==> config.mk <==
export PLATFORM = sky130hd
export DESIGN_NAME = pe_scheduler
export DESIGN_NICKNAME = d
export VERILOG_FILES = /design/src/rtl/pe_sched_pkg.sv /design/src/rtl/rr_arbiter.sv /design/src/rtl/pe_scheduler.sv
export SDC_FILE = /design/constraint.sdc
export NUM_CORES = 1
export LEC_CHECK = 0
export ABC_AREA = 1
export CAP_MARGIN = 10
export CORE_MARGIN = 2
export CORE_UTILIZATION = 35
export CTS_CLUSTER_SIZE = 14
export DETAILED_ROUTE_END_ITERATION = 10
export GPL_ROUTABILITY_DRIVEN = 1
export PLACE_DENSITY_LB_ADDON = 0.1
export SLEW_MARGIN = 20
export SYNTH_ARGS = -nofsm -noshare
export SYNTH_HDL_FRONTEND = slang
export SYNTH_SLANG_ARGS = --single-unit
==> constraint.sdc <==
create_clock -name clk -period 2.05 [get_ports clk]
set_clock_uncertainty 0.2 [all_clocks]
set_input_delay 0.3075 -clock clk [delete_from_list [all_inputs] [get_ports clk]]
set_output_delay 0.3075 -clock clk [all_outputs]
set_load 0.01 [all_outputs]
==> src/rtl/pe_sched_pkg.sv <==
// Shared types and constants for the PE scheduler: FSM states, the fixed
// per-lane operation map and the width of the completed-job counter.
package pe_sched_pkg;

  localparam int JOBS_W = 16;

  typedef enum logic [1:0] {
    IDLE = 2'd0,
    EXEC = 2'd1,
    CAPT = 2'd2,
    RESP = 2'd3
  } state_t;

  // Lane i of the PE array performs operation i % 4.
  typedef enum logic [1:0] {
    OP_INC = 2'd0,
    OP_DEC = 2'd1,
    OP_SHL = 2'd2,
    OP_SHR = 2'd3
  } lane_op_t;

  function automatic lane_op_t lane_op(input int lane);
    return lane_op_t'(lane % 4);
  endfunction

endpackage

==> src/rtl/rr_arbiter.sv <==
// Round-robin arbiter: scans the request vector starting at ptr and returns
// the first set requester as both a one-hot grant and an encoded index.
module rr_arbiter #(
  parameter int NUM_REQ = 4,
  parameter int ID_W    = (NUM_REQ > 1) ? $clog2(NUM_REQ) : 1
) (
  input  logic [NUM_REQ-1:0] req,
  input  logic [ID_W-1:0]    ptr,
  output logic [NUM_REQ-1:0] grant,
  output logic [ID_W-1:0]    grant_idx,
  output logic               any_req
);

  assign any_req = |req;

  // Rotating priority search: first requester at or after ptr wins.
  always_comb begin
    logic found;
    // NOTE: every output of a combinational block gets a default before any
    // conditional assignment; a path that leaves one unassigned infers a latch.
    grant     = '0;
    grant_idx = '0;
    found     = 1'b0;
    for (int i = 0; i < NUM_REQ; i++) begin
      int j;
      j = int'(ptr) + i;
      if (j >= NUM_REQ) j = j - NUM_REQ;
      if (!found && req[j]) begin
        found     = 1'b1;
        grant[j]  = 1'b1;
        grant_idx = ID_W'(j);
      end
    end
  end

endmodule

==> src/rtl/pe_scheduler.sv <==
// PE scheduler: accepts one job at a time from NUM_REQ requesters by
// round-robin, drives its operand onto the chosen PE lane for two cycles,
// captures the lane's registered result and holds it until the consumer
// takes it.
// Optional feature: define PE_SCHED_STATS_EN to build the saturating
// completed-job counter behind jobs_done; otherwise jobs_done is tied to 0.
module pe_scheduler
  import pe_sched_pkg::*;
#(
  parameter int  NUM_REQ    = 4,
  parameter int  ARRAY_SIZE = 4,
  parameter int  DATA_WIDTH = 8,
  localparam int ID_W       = (NUM_REQ > 1) ? $clog2(NUM_REQ) : 1,
  localparam int LANE_W     = (ARRAY_SIZE > 1) ? $clog2(ARRAY_SIZE) : 1
) (
  input  logic                                  clk,
  input  logic                                  rst,
  input  logic [NUM_REQ-1:0]                    req_valid,
  output logic [NUM_REQ-1:0]                    req_ready,
  input  logic [NUM_REQ-1:0][DATA_WIDTH-1:0]    req_data,
  input  logic [NUM_REQ-1:0][LANE_W-1:0]        req_lane,
  output logic [ARRAY_SIZE-1:0][DATA_WIDTH-1:0] pe_data_in,
  input  logic [ARRAY_SIZE-1:0][DATA_WIDTH-1:0] pe_data_out,
  output logic                                  rsp_valid,
  input  logic                                  rsp_ready,
  output logic [DATA_WIDTH-1:0]                 rsp_data,
  output logic [ID_W-1:0]                       rsp_id,
  output logic [JOBS_W-1:0]                     jobs_done
);

  state_t                  state, next_state;
  logic [ID_W-1:0]         ptr, next_ptr;
  logic [ID_W-1:0]         job_id;
  logic [LANE_W-1:0]       job_lane, lane_sel;
  logic [DATA_WIDTH-1:0]   job_data;
  logic [NUM_REQ-1:0]      grant;
  logic [ID_W-1:0]         grant_idx;
  logic                    any_req;

  rr_arbiter #(
    .NUM_REQ (NUM_REQ),
    .ID_W    (ID_W)
  ) u_arb (
    .req       (req_valid),
    .ptr       (ptr),
    .grant     (grant),
    .grant_idx (grant_idx),
    .any_req   (any_req)
  );

  // Out-of-range lane requests fall back to lane 0; pointer wraps after the last requester.
  assign lane_sel = (int'(req_lane[grant_idx]) >= ARRAY_SIZE) ? '0 : req_lane[grant_idx];
  assign next_ptr = (grant_idx == ID_W'(NUM_REQ - 1)) ? '0 : grant_idx + ID_W'(1);

  // State register.
  always_ff @(posedge clk) begin
    // NOTE: sequential state is written with non-blocking assignments so every
    // register samples pre-edge values regardless of block ordering.
    if (rst) state <= IDLE;
    else     state <= next_state;
  end

  // Next-state and combinational outputs; reset forces handshake and lane drive low.
  always_comb begin
    next_state = state;
    req_ready  = '0;
    pe_data_in = '0;
    rsp_valid  = 1'b0;
    case (state)
      IDLE: begin
        if (any_req) begin
          req_ready  = grant;
          next_state = EXEC;
        end
      end
      EXEC: begin
        pe_data_in[job_lane] = job_data;
        next_state           = CAPT;
      end
      CAPT: begin
        pe_data_in[job_lane] = job_data;
        next_state           = RESP;
      end
      RESP: begin
        rsp_valid = 1'b1;
        if (rsp_ready) next_state = IDLE;
      end
      default: next_state = IDLE;
    endcase
    if (rst) begin
      req_ready  = '0;
      pe_data_in = '0;
      rsp_valid  = 1'b0;
    end
  end

  // Job latch on accept, result capture in CAPT; response registers hold otherwise.
  always_ff @(posedge clk) begin
    if (rst) begin
      ptr      <= '0;
      job_id   <= '0;
      job_lane <= '0;
      job_data <= '0;
      rsp_data <= '0;
      rsp_id   <= '0;
    end else begin
      case (state)
        IDLE: begin
          if (any_req) begin
            job_data <= req_data[grant_idx];
            job_lane <= lane_sel;
            job_id   <= grant_idx;
            ptr      <= next_ptr;
          end
        end
        CAPT: begin
          rsp_data <= pe_data_out[job_lane];
          rsp_id   <= job_id;
        end
        default: ;
      endcase
    end
  end

`ifdef PE_SCHED_STATS_EN
  logic [JOBS_W-1:0] jobs_cnt;

  // Saturating count of accepted responses.
  always_ff @(posedge clk) begin
    if (rst)
      jobs_cnt <= '0;
    else if (rsp_valid && rsp_ready && (jobs_cnt != {JOBS_W{1'b1}}))
      jobs_cnt <= jobs_cnt + JOBS_W'(1);
  end

  assign jobs_done = jobs_cnt;
`else
  assign jobs_done = '0;
`endif

endmodule

==> results of run 1 <==
-- power groups by stage --
stage / clock, W / combinational [W] / sequential, W
final: 0.000428 / 0.00564 / 0.000870
after detailed placement: 0 / 0.00395 / 0.000819
after CTS: 0.000431 / 0.00529 / 0.000839
after global placement: 0 / 0.00389 / 0.000809
after global routing: 0.000458 / 0.00611 / 0.000892
after floorplan: 0 / 0.00265 / 0.000825
-- registers in the layout, indices dropped and copies added (netlist names) --
name,count
rsp_data,8
state,2
ptr,2
rsp_id,2
job_data,8
job_lane,2
job_id,2
-- timing repair --
item                                    4_1_cts  5_1_grt
resized for setup                           211       53
endpoints found under the setup margin       49       50
pin swaps                                    14       10
cloned                                        6        0
setup buffers                                15        2
-- cells in the final DEF, fill, tap and decap left out, types with 3 or more instances in the layout --
master and count:
a21oi_1 4, a21oi_2 3, a22oi_1 9, a41oi_1 8, buf_12 5, buf_2 26, buf_4 34, buf_6 24
clkbuf_8 3, clkdlybuf4s50_1 84, conb_1 16, dfxtp_1 22, dfxtp_2 3, dlygate4sd2_1 5, ha_1 6, inv_1 39
inv_2 12, nand2_1 89, nand2_2 9, nand2_4 12, nand2_8 8, nand3_1 53, nand3_2 5, nor2_1 31
nor2_2 16, nor2_4 8, o21ai_0 15, o21ai_1 3, o22ai_2 3
-- worst paths after layout --
| check | start | cells after the start | end |
|---|---|---|---|
| max reg2reg | ptr[0] | 15 | job_data[6] |
| min reg2reg | job_id[0] | 2 | rsp_id[0] |
| min | job_id[0] | 2 | rsp_id[0] |
| max | ptr[0] | 13 | req_ready[3] |
-- metrics by stage --
stage          std cells  power [W]   util
6_report             676    0.00694  0.682
5_1_grt              676    0.00746  0.682
4_1_cts              674    0.00656  0.648
3_5_place_dp         649    0.00477  0.590
3_3_place_gp         649    0.00470  0.590
2_1_floorplan        424    0.00348      -
-- cell families (layout without fill, tap and decap cells) --
family                   count (synthesis)  in the layout  share of synthesized area
AO/OA/AOI/OAI                           50             50                      0.131
adder cells (fa/ha/maj)                  8              8                     0.0404
buffers and inverters                   87            241                      0.172
flip-flops                              26             26                      0.210
other                                    1             16                    0.00151
AND/OR/NAND/NOR                        237            239                      0.445
-- metal layers --
layer,share of wire,track usage,vias up
met3,0.054,0.0339,16
met4,0.018,0.0647,0
met5,0,0,-
li1,-,-,1634
met1,0.40,0.287,1472
met2,0.52,0.424,127
-- cell type report --
type                            count  area share
Tap cell                           96      0.0258
Multi-Input combinational cell    313       0.421
Clock buffer                        3     0.00886
Timing Repair Buffer              182       0.378
Sequential cell                    26       0.113
Inverter                           55      0.0467
Clock inverter                      1     0.00644
-- critical path: stages (launching register included) --
cell     delay [ns]
dfxtp_4        0.39
inv_8          0.04
ha_4           0.30
inv_4          0.06
nand3_2        0.07
nand2_4        0.07
nor2_4         0.11
inv_2          0.07
o22ai_2        0.13
a21oi_2        0.05
o21ai_1        0.08
nand2_1        0.08
inv_2          0.06
buf_6          0.09
==> run metrics, run 1 <==
status complete, but fails checks; failing checks setup timing; clock-pin slew on the worst setup and hold paths ~0.090 ns; Arrival @ worst endpoint about 1.9 ns; Port Buf Inserts 125; P&R area growth vs syn 88.1%; share of layout cells above drive strength 1 0.328; Initial Util 0.363; cts hold-fix bufs 0; pins over their slew limit 0; H-tree depth 1; combinational power share 0.813; largest net degree at the start of global routing 18; count leader, synth nand2_1; antenna violations before repair 0; Post-synth top flop dfxtp_1; Fin Hold WS between 0.2 and 0.3 ns; drt total wl about 9400 um; vias post-DR ~3200; CTS tree built; post-DP HPWL 6650 um; fmax 0.421 GHz; Post-synth EDFFs 0; register share of total power 0.125; final estimated routing congestion in global placement about 0.89; die area 7770 um^2; period utilization 1.16; ranking of synthesized cells by area dfxtp_1, nand2_1, nand3_1; Final Hold Viols 0; Core Box Area 6830 um^2; final instance area 4660 um^2; setup TNS -5.22 ns; leakage roughly 2.3 nW; CTS Sinks 26; cell row count 30; commonest cells in the netlist nand2_1, nand3_1, nor2_1; Mapped Cells 409; Multi-input gate area approximately 2000 um^2; Yosys reg bits 26; Switching Fraction 0.479; vias in the first global route 3122; Synth area leader dfxtp_1; antenna diode count 0; Tmin final between 2 and 2.5 ns; Die Wd 88.2 um; worst min path class flop to flop; Worst IR Drop VDD 805 uV; pre-CTS setup slack -0.745 ns; Synth Cell Area 2480 um^2; Die H approximately 88 um; Net Sw Power 0.00332 W; placed cell areas 4030 um^2; Avg Vias per Cell 4.81; Longest Clk Path Bufs 2; Num CTS Buffers 3; # DRC 0; Ports 142; Detail Route Antenna Nets 0; Tot GR Track Use 0.234; final worst slack -0.326 ns; startpoint types flop; Fill cells 610; Crit Path Max Fanout 5; Ys Warns 0; asr flop ratio synth 0; WS Path Type flop to output pin; RSZ-0062 raised after global routing true; first drt pass iteration count 4; clock share of power 0.062; drt initial violations 146; Setup-failing EPs final 44; post-synthesis sequential area ratio 0.210; internal reg-to-reg setup slack -0.30 ns; first-pass GRT wire length 14500 um; clk root buf clkbuf_8; Wirelength per Cell 13.9 um; CP endpoint kind output pin; Int Power 0.00362 W; worst-skew pair later-pin latency 0.27 ns; global route overflow 0; top cell type's share of synthesized area 0.210; FF/Latch Area 528 um^2; number of max-cap violations 0; Crit path required time 1.54 ns; Synth Area per Inst 6.06 um^2; post-synth cell types 36; Final nets roughly 670; Pwr Density 1490 nW/um^2
No activity file was read; power rests on OpenSTA's default activity.
==> inputs of run 2 (changes only) <==
- CORE_UTILIZATION: 35 -> 36
- CTS_BUF_LIST: unset -> sky130_fd_sc_hd__clkbuf_4 sky130_fd_sc_hd__clkbuf_8
- CTS_CLUSTER_DIAMETER: unset -> 40
- TNS_END_PERCENT: unset -> 5
==> run 2 against run 1 <==
Net effect:
- largest cell class unchanged
- die area decreased by 2.7%
- core utilization decreased by 6.2 points
- power decreased by 19%
- hold slack improved by 0.0036 ns
- critical path depth decreased by 1
- the flow still finishes with violations (setup timing)
- register-to-register slack improved by 0.11 ns
==> run metrics, run 2 (synthesis results as in run 1) <==
Core Box Area 6720 um^2 (-1.6%); CTS tree built; H-tree depth 1 (unchanged); final worst slack -0.355 ns (-0.0294 ns); Wirelength per Cell 13.2 um (-5.4%); fmax 0.416 GHz (-1.2%); Final nets 648 (-3.0%); Num CTS Buffers 3 (unchanged); drt total wl 8420 um (-10%); most frequent cells in the layout nand2_1, clkdlybuf4s50_1, nand3_1; Initial Util 0.369 (+0.00608); largest net degree at the start of global routing 23 (+5); leakage 2.04 nW (-10%); Die Wd 87.0 um (-1.3%); final estimated routing congestion in global placement 0.848 (-4.2%); period utilization 1.17 (+0.0144); Longest Clk Path Bufs 2 (unchanged); Crit Path Max Fanout 10 (+5); global route overflow 0 (unchanged); clk root buf clkbuf_8; Setup-failing EPs final 48 (+9.1%); P&R area growth vs syn 68.2%; Final Hold Viols 0 (unchanged); Tot GR Track Use 0.213 (-0.0203); non-filler cells, final 640 (-5.3%); WS Path Type flop to output pin; Crit path required time 1.54 ns (about the same); Ports 142 (unchanged); RSZ-0062 raised after global routing true; first-pass GRT wire length 13200 um (-8.9%); share of layout cells above drive strength 1 0.263 (-0.0651); post-DP HPWL 6410 um (-3.6%); vias in the first global route 2841 (-9.0%); most common cell after layout, fill and taps aside nand2_1; number of max-cap violations 0 (unchanged); # DRC 0 (unchanged); vias post-DR 3076 (-5.3%); CP endpoint kind output pin; antenna violations before repair 0 (unchanged); Detail Route Antenna Nets 0 (unchanged); Arrival @ worst endpoint 1.90 ns (+0.03 ns); Multi-input gate area 1800 um^2 (-8.5%); CTS Sinks 26 (unchanged); worst min path class flop to flop; startpoint types flop; Pwr Density 1360 nW/um^2 (-8.9%); Worst IR Drop VDD 957 uV (+19%); worst-skew pair later-pin latency 0.27 ns (about the same); Port Buf Inserts 125 (unchanged); first drt pass iteration count 4 (unchanged); clock-pin slew on the worst setup and hold paths 0.09 ns (about the same); Avg Vias per Cell 4.81 (about the same); Tmin final 2.41 ns (+0.0294 ns); die area 7560 um^2 (-2.7%); setup TNS -4.74 ns (+0.487 ns); drt initial violations 103 (-29%); cts hold-fix bufs 0 (unchanged); antenna diode count 0 (unchanged); failing checks setup timing; Fill cells 650 (+6.6%); cell row count 30 (unchanged); Placed Cells incl. Taps 634 (-2.3%); largest registers job_data (8), rsp_data (8); status complete, but fails checks; FF/Latch Area 528 um^2 (unchanged); pins over their slew limit 0 (unchanged); Die H 87.0 um (-1.3%)
[run 2: changes by cell type in the layout (fill, tap and decap cells not counted), moves of 6 or more]
cell and change:
nor2_1 +19, buf_6 -17, nor2_2 -13, clkdlybuf4s15_2 +9
inv_1 +8, inv_2 -8, nand2_2 +8, nand2_8 -6
nor2_4 -6
[run 2: final timing paths]
| path | start | end | slack [ns] | cells after the start |
|---|---|---|---|---|
| worst max-delay path | ptr[0] | req_ready[2] | -0.36 | 12 |
| worst min-delay path | job_id[1] | rsp_id[1] | 0.29 | 2 |
| worst min register to register | job_id[1] | rsp_id[1] | 0.29 | 2 |
| worst max register to register | ptr[0] | ptr[1] | -0.19 | 14 |
[run 2: through the flow]
| step | total power [W] | worst slack [ns] | hold WS [ns] | utilization | area, um^2 |
|---|---|---|---|---|---|
| global placement | 0.00464 | -0.703 | 0.275 | 0.592 | 3980 |
| global route | 0.00618 | -0.471 | 0.325 | 0.621 | 4170 |
| floorplan | 0.00346 | -0.0508 | 0.249 | - | 2560 |
| finish | 0.00565 | -0.355 | 0.294 | 0.621 | 4170 |
| CTS | 0.00532 | -0.301 | 0.297 | 0.618 | 4150 |
| detailed placement | 0.00470 | -0.741 | 0.274 | 0.592 | 3980 |
[run 2: area by class of cell]
| cell class | instances | area share |
|---|---|---|
| multi-input cells | 311 | 0.431 |
| flip-flops and latches | 26 | 0.127 |
| inverters | 55 | 0.0525 |
| clock buffers | 4 | 0.0132 |
| repair buffers | 164 | 0.353 |
| well taps | 80 | 0.0240 |
[run 2: routing by layer]
layer / part of all wire / routed length [um] / vias up / track usage
li1: - / - / 1586 / -
met1: 0.44 / 3730 / 1362 / 0.280
met2: 0.48 / 4000 / 121 / 0.370
met3: 0.072 / 608 / 7 / 0.0256
met4: 0.0093 / 78 / 0 / 0.0540
met5: 0 / 0 / - / 0
[run 2: worst max-delay path: stages (launching register included)]
cell and delay [ns]:
dfxtp_4 0.39, buf_6 0.16, nand2_1 0.10, nand3_2 0.15, nand2_8 0.09, nor2_8 0.14, inv_2 0.05, nor2_4 0.13
a21oi_1 0.09, o21ai_0 0.08, nand2_1 0.06, inv_1 0.06, buf_2 0.12
[run 2: repair_timing]
item                                    4_1_cts  5_1_grt
gates resized for setup                     152       53
pin swaps                                    13        3
endpoints found under the setup margin       50       50
setup buffers                                 2        0
[run 2: power breakdown]
| group | switching [W] | total [W] | internal (W) |
|---|---|---|---|
| clock | 0.000167 | 0.000339 | 0.000172 |
| sequential | 0.000116 | 0.000821 | 0.000704 |
| combinational | 0.00257 | 0.00449 | 0.00192 |
| total | 0.00285 | 0.00565 | 0.00280 |
==> inputs of run 3 (changes only) <==
- CORE_MARGIN: 2 -> 1.5
==> run 3 against run 2 <==
Net effect:
- the run still ends with setup timing left
- die area shrank 2.3%
- first-iteration DRC count grew 20%
- cell area shrank 2.2%
- cell count grew 0.16%
- clock power grew 28%
- combinational power shrank 3%
- sequential power is essentially flat
- routed wire length shrank 1.9%
- non-clock buffer count grew 1
- register-to-register slack gained 0.02 ns
- critical path type unchanged
- largest power group unchanged
- flip-flop and latch count is the same
==> run metrics, run 3 (synthesis results as in run 1) <==
final estimated routing congestion in global placement 0.853 (+0.64%); final worst slack -0.328 ns (+0.0269 ns); failing checks setup timing; # DRC 0 (unchanged); period utilization 1.16 (-0.0131); fin util 0.607 (-0.0138); CTS tree built; WS Path Type flop to output pin; die area 7390 um^2 (-2.3%); Die Wd 86.0 um (-1.1%); Worst IR Drop VDD 895 uV (-6.5%); Hold Startpoint job_id[1]; internal reg-to-reg setup slack -0.17 ns (+0.02 ns); Crit path required time 1.54 ns (about the same); Pwr Density 1380 nW/um^2 (+1.5%); number of max-cap violations 0 (unchanged); cts hold-fix bufs 0 (unchanged); Ports 142 (unchanged); fmax 0.420 GHz (+1.1%); Wirelength per Cell 12.9 um (-2.0%); Core Box Area 6720 um^2 (unchanged); antenna violations before repair 0 (unchanged); worst min path class flop to flop; RSZ-0062 raised after global routing true; Tot GR Track Use 0.215 (+0.00182); Worst R2R Start ptr[0]; first drt pass iteration count 4 (unchanged); pins over their slew limit 0 (unchanged); hold path cells 2 (unchanged); worst-skew pair later-pin latency 0.28 ns (about the same); R2R Path End job_data[4]; Tmin final 2.38 ns (-0.0269 ns); leakage 2.03 nW (-0.18%); most frequent cells in the layout nand2_1, clkdlybuf4s50_1, nand3_1; Rel. slew slack 0.626; vias post-DR 3060 (-0.52%); share of layout cells above drive strength 1 0.248 (-0.0147); global route overflow 0 (unchanged); drt initial violations 124 (+20%); Die H 86.0 um (-1.1%); H-tree depth 1 (unchanged); Multi-input gate area 1730 um^2 (-4.0%); CTS Sinks 26 (unchanged); Longest Clk Path Bufs 2 (unchanged); pre-CTS setup slack -0.752 ns (-0.0108 ns); Crit Path Max Fanout 4 (-6); P&R area growth vs syn 64.5%; largest net degree at the start of global routing 24 (+4.3%); Setup-failing EPs final 47 (-2.1%); Detail Route Antenna Nets 0 (unchanged); first-pass GRT wire length 13000 um (-1.7%); cells on worst reg2reg path 14 (unchanged); vias in the first global route 2858 (+0.60%); Fill cells 650 (unchanged); clock-pin slew on the worst setup and hold paths 0.10 ns (about the same); status complete, but fails checks; post-DP HPWL 6160 um (-3.9%); FF/Latch Area 528 um^2 (unchanged); Worst-Margin Slew 0.561 ns; CP endpoint kind output pin; most common cell after layout, fill and taps aside nand2_1; Port Buf Inserts 125 (unchanged); clk root buf clkbuf_8; Avg Vias per Cell 4.77 (-0.68%); Final Hold Viols 0 (unchanged); drt total wl 8260 um (-1.9%); Num CTS Buffers 3 (unchanged); Arrival @ worst endpoint 1.87 ns (-0.03 ns); largest registers job_data (8), rsp_data (8); Final nets 649 (+0.15%); Initial Util 0.369 (unchanged); startpoint types flop; Hold Path End rsp_id[1]; cell row count 30 (unchanged); antenna diode count 0 (unchanged); setup TNS -3.61 ns (+1.13 ns)
run 3: where the power goes:
group	switching, W	leakage [nW]	total, W	internal, W
Combinational	0.00252	1.78	0.00436	0.00184
Sequential	0.000114	0.216	0.000818	0.000704
Clock	0.000171	0.0357	0.000433	0.000261
run 3: layout make-up:
type | instances | area share
clock buffers | 3 | 0.0101
clock inverters | 1 | 0.00736
inverters | 55 | 0.0543
multi-input cells | 311 | 0.423
flip-flops and latches | 26 | 0.129
well taps | 80 | 0.0245
repair buffers | 165 | 0.351
run 3: metrics by stage:
step / hold slack, ns / total power [W] / instance area, um^2 / instances
after floorplan: 0.249 / 0.00346 / 2560 / 424
after global placement: 0.269 / 0.00467 / 3990 / 634
after detailed placement: 0.277 / 0.00473 / 3990 / 634
after CTS: 0.312 / 0.00546 / 4120 / 641
after global routing: 0.358 / 0.00612 / 4080 / 641
final: 0.309 / 0.00561 / 4080 / 641
run 3: worst max path at each step:
stage | depth (start not counted) | from | slack [ns] | endpoint
final | 13 | ptr[0] | -0.33 | req_ready[1]
after global placement | 13 | req_valid[0] | -0.69 | req_ready[0]
after floorplan | 13 | ptr[0] | -0.05 | req_ready[0]
after CTS | 13 | ptr[0] | -0.28 | req_ready[1]
after global routing | 13 | ptr[0] | -0.41 | req_ready[3]
after detailed placement | 13 | req_valid[0] | -0.75 | req_ready[0]
run 3: worst max-delay path, stage by stage (launching register included):
cell,delay [ns]
dfxtp_4,0.39
inv_8,0.03
ha_4,0.30
inv_4,0.04
nand3_2,0.08
nand2_4,0.07
nor2_4,0.11
inv_2,0.07
o22ai_2,0.11
a21oi_1,0.06
o21ai_1,0.09
nand2_1,0.06
inv_1,0.05
buf_2,0.12
run 3: per-layer routing:
layer  track usage  share of wire  wire [um]  up-vias
met1         0.283           0.47       3890     1350
met2         0.361           0.45       3730      118
met5             0              0          0        -
met3        0.0385          0.071        583        6
li1              -              -          -     1586
met4        0.0601         0.0079         65        0
run 3: what timing repair did:
action,4_1_cts,5_1_grt
pin swaps,14,3
gates resized for setup,158,32
setup endpoints to repair,49,50
buffers inserted,3,0
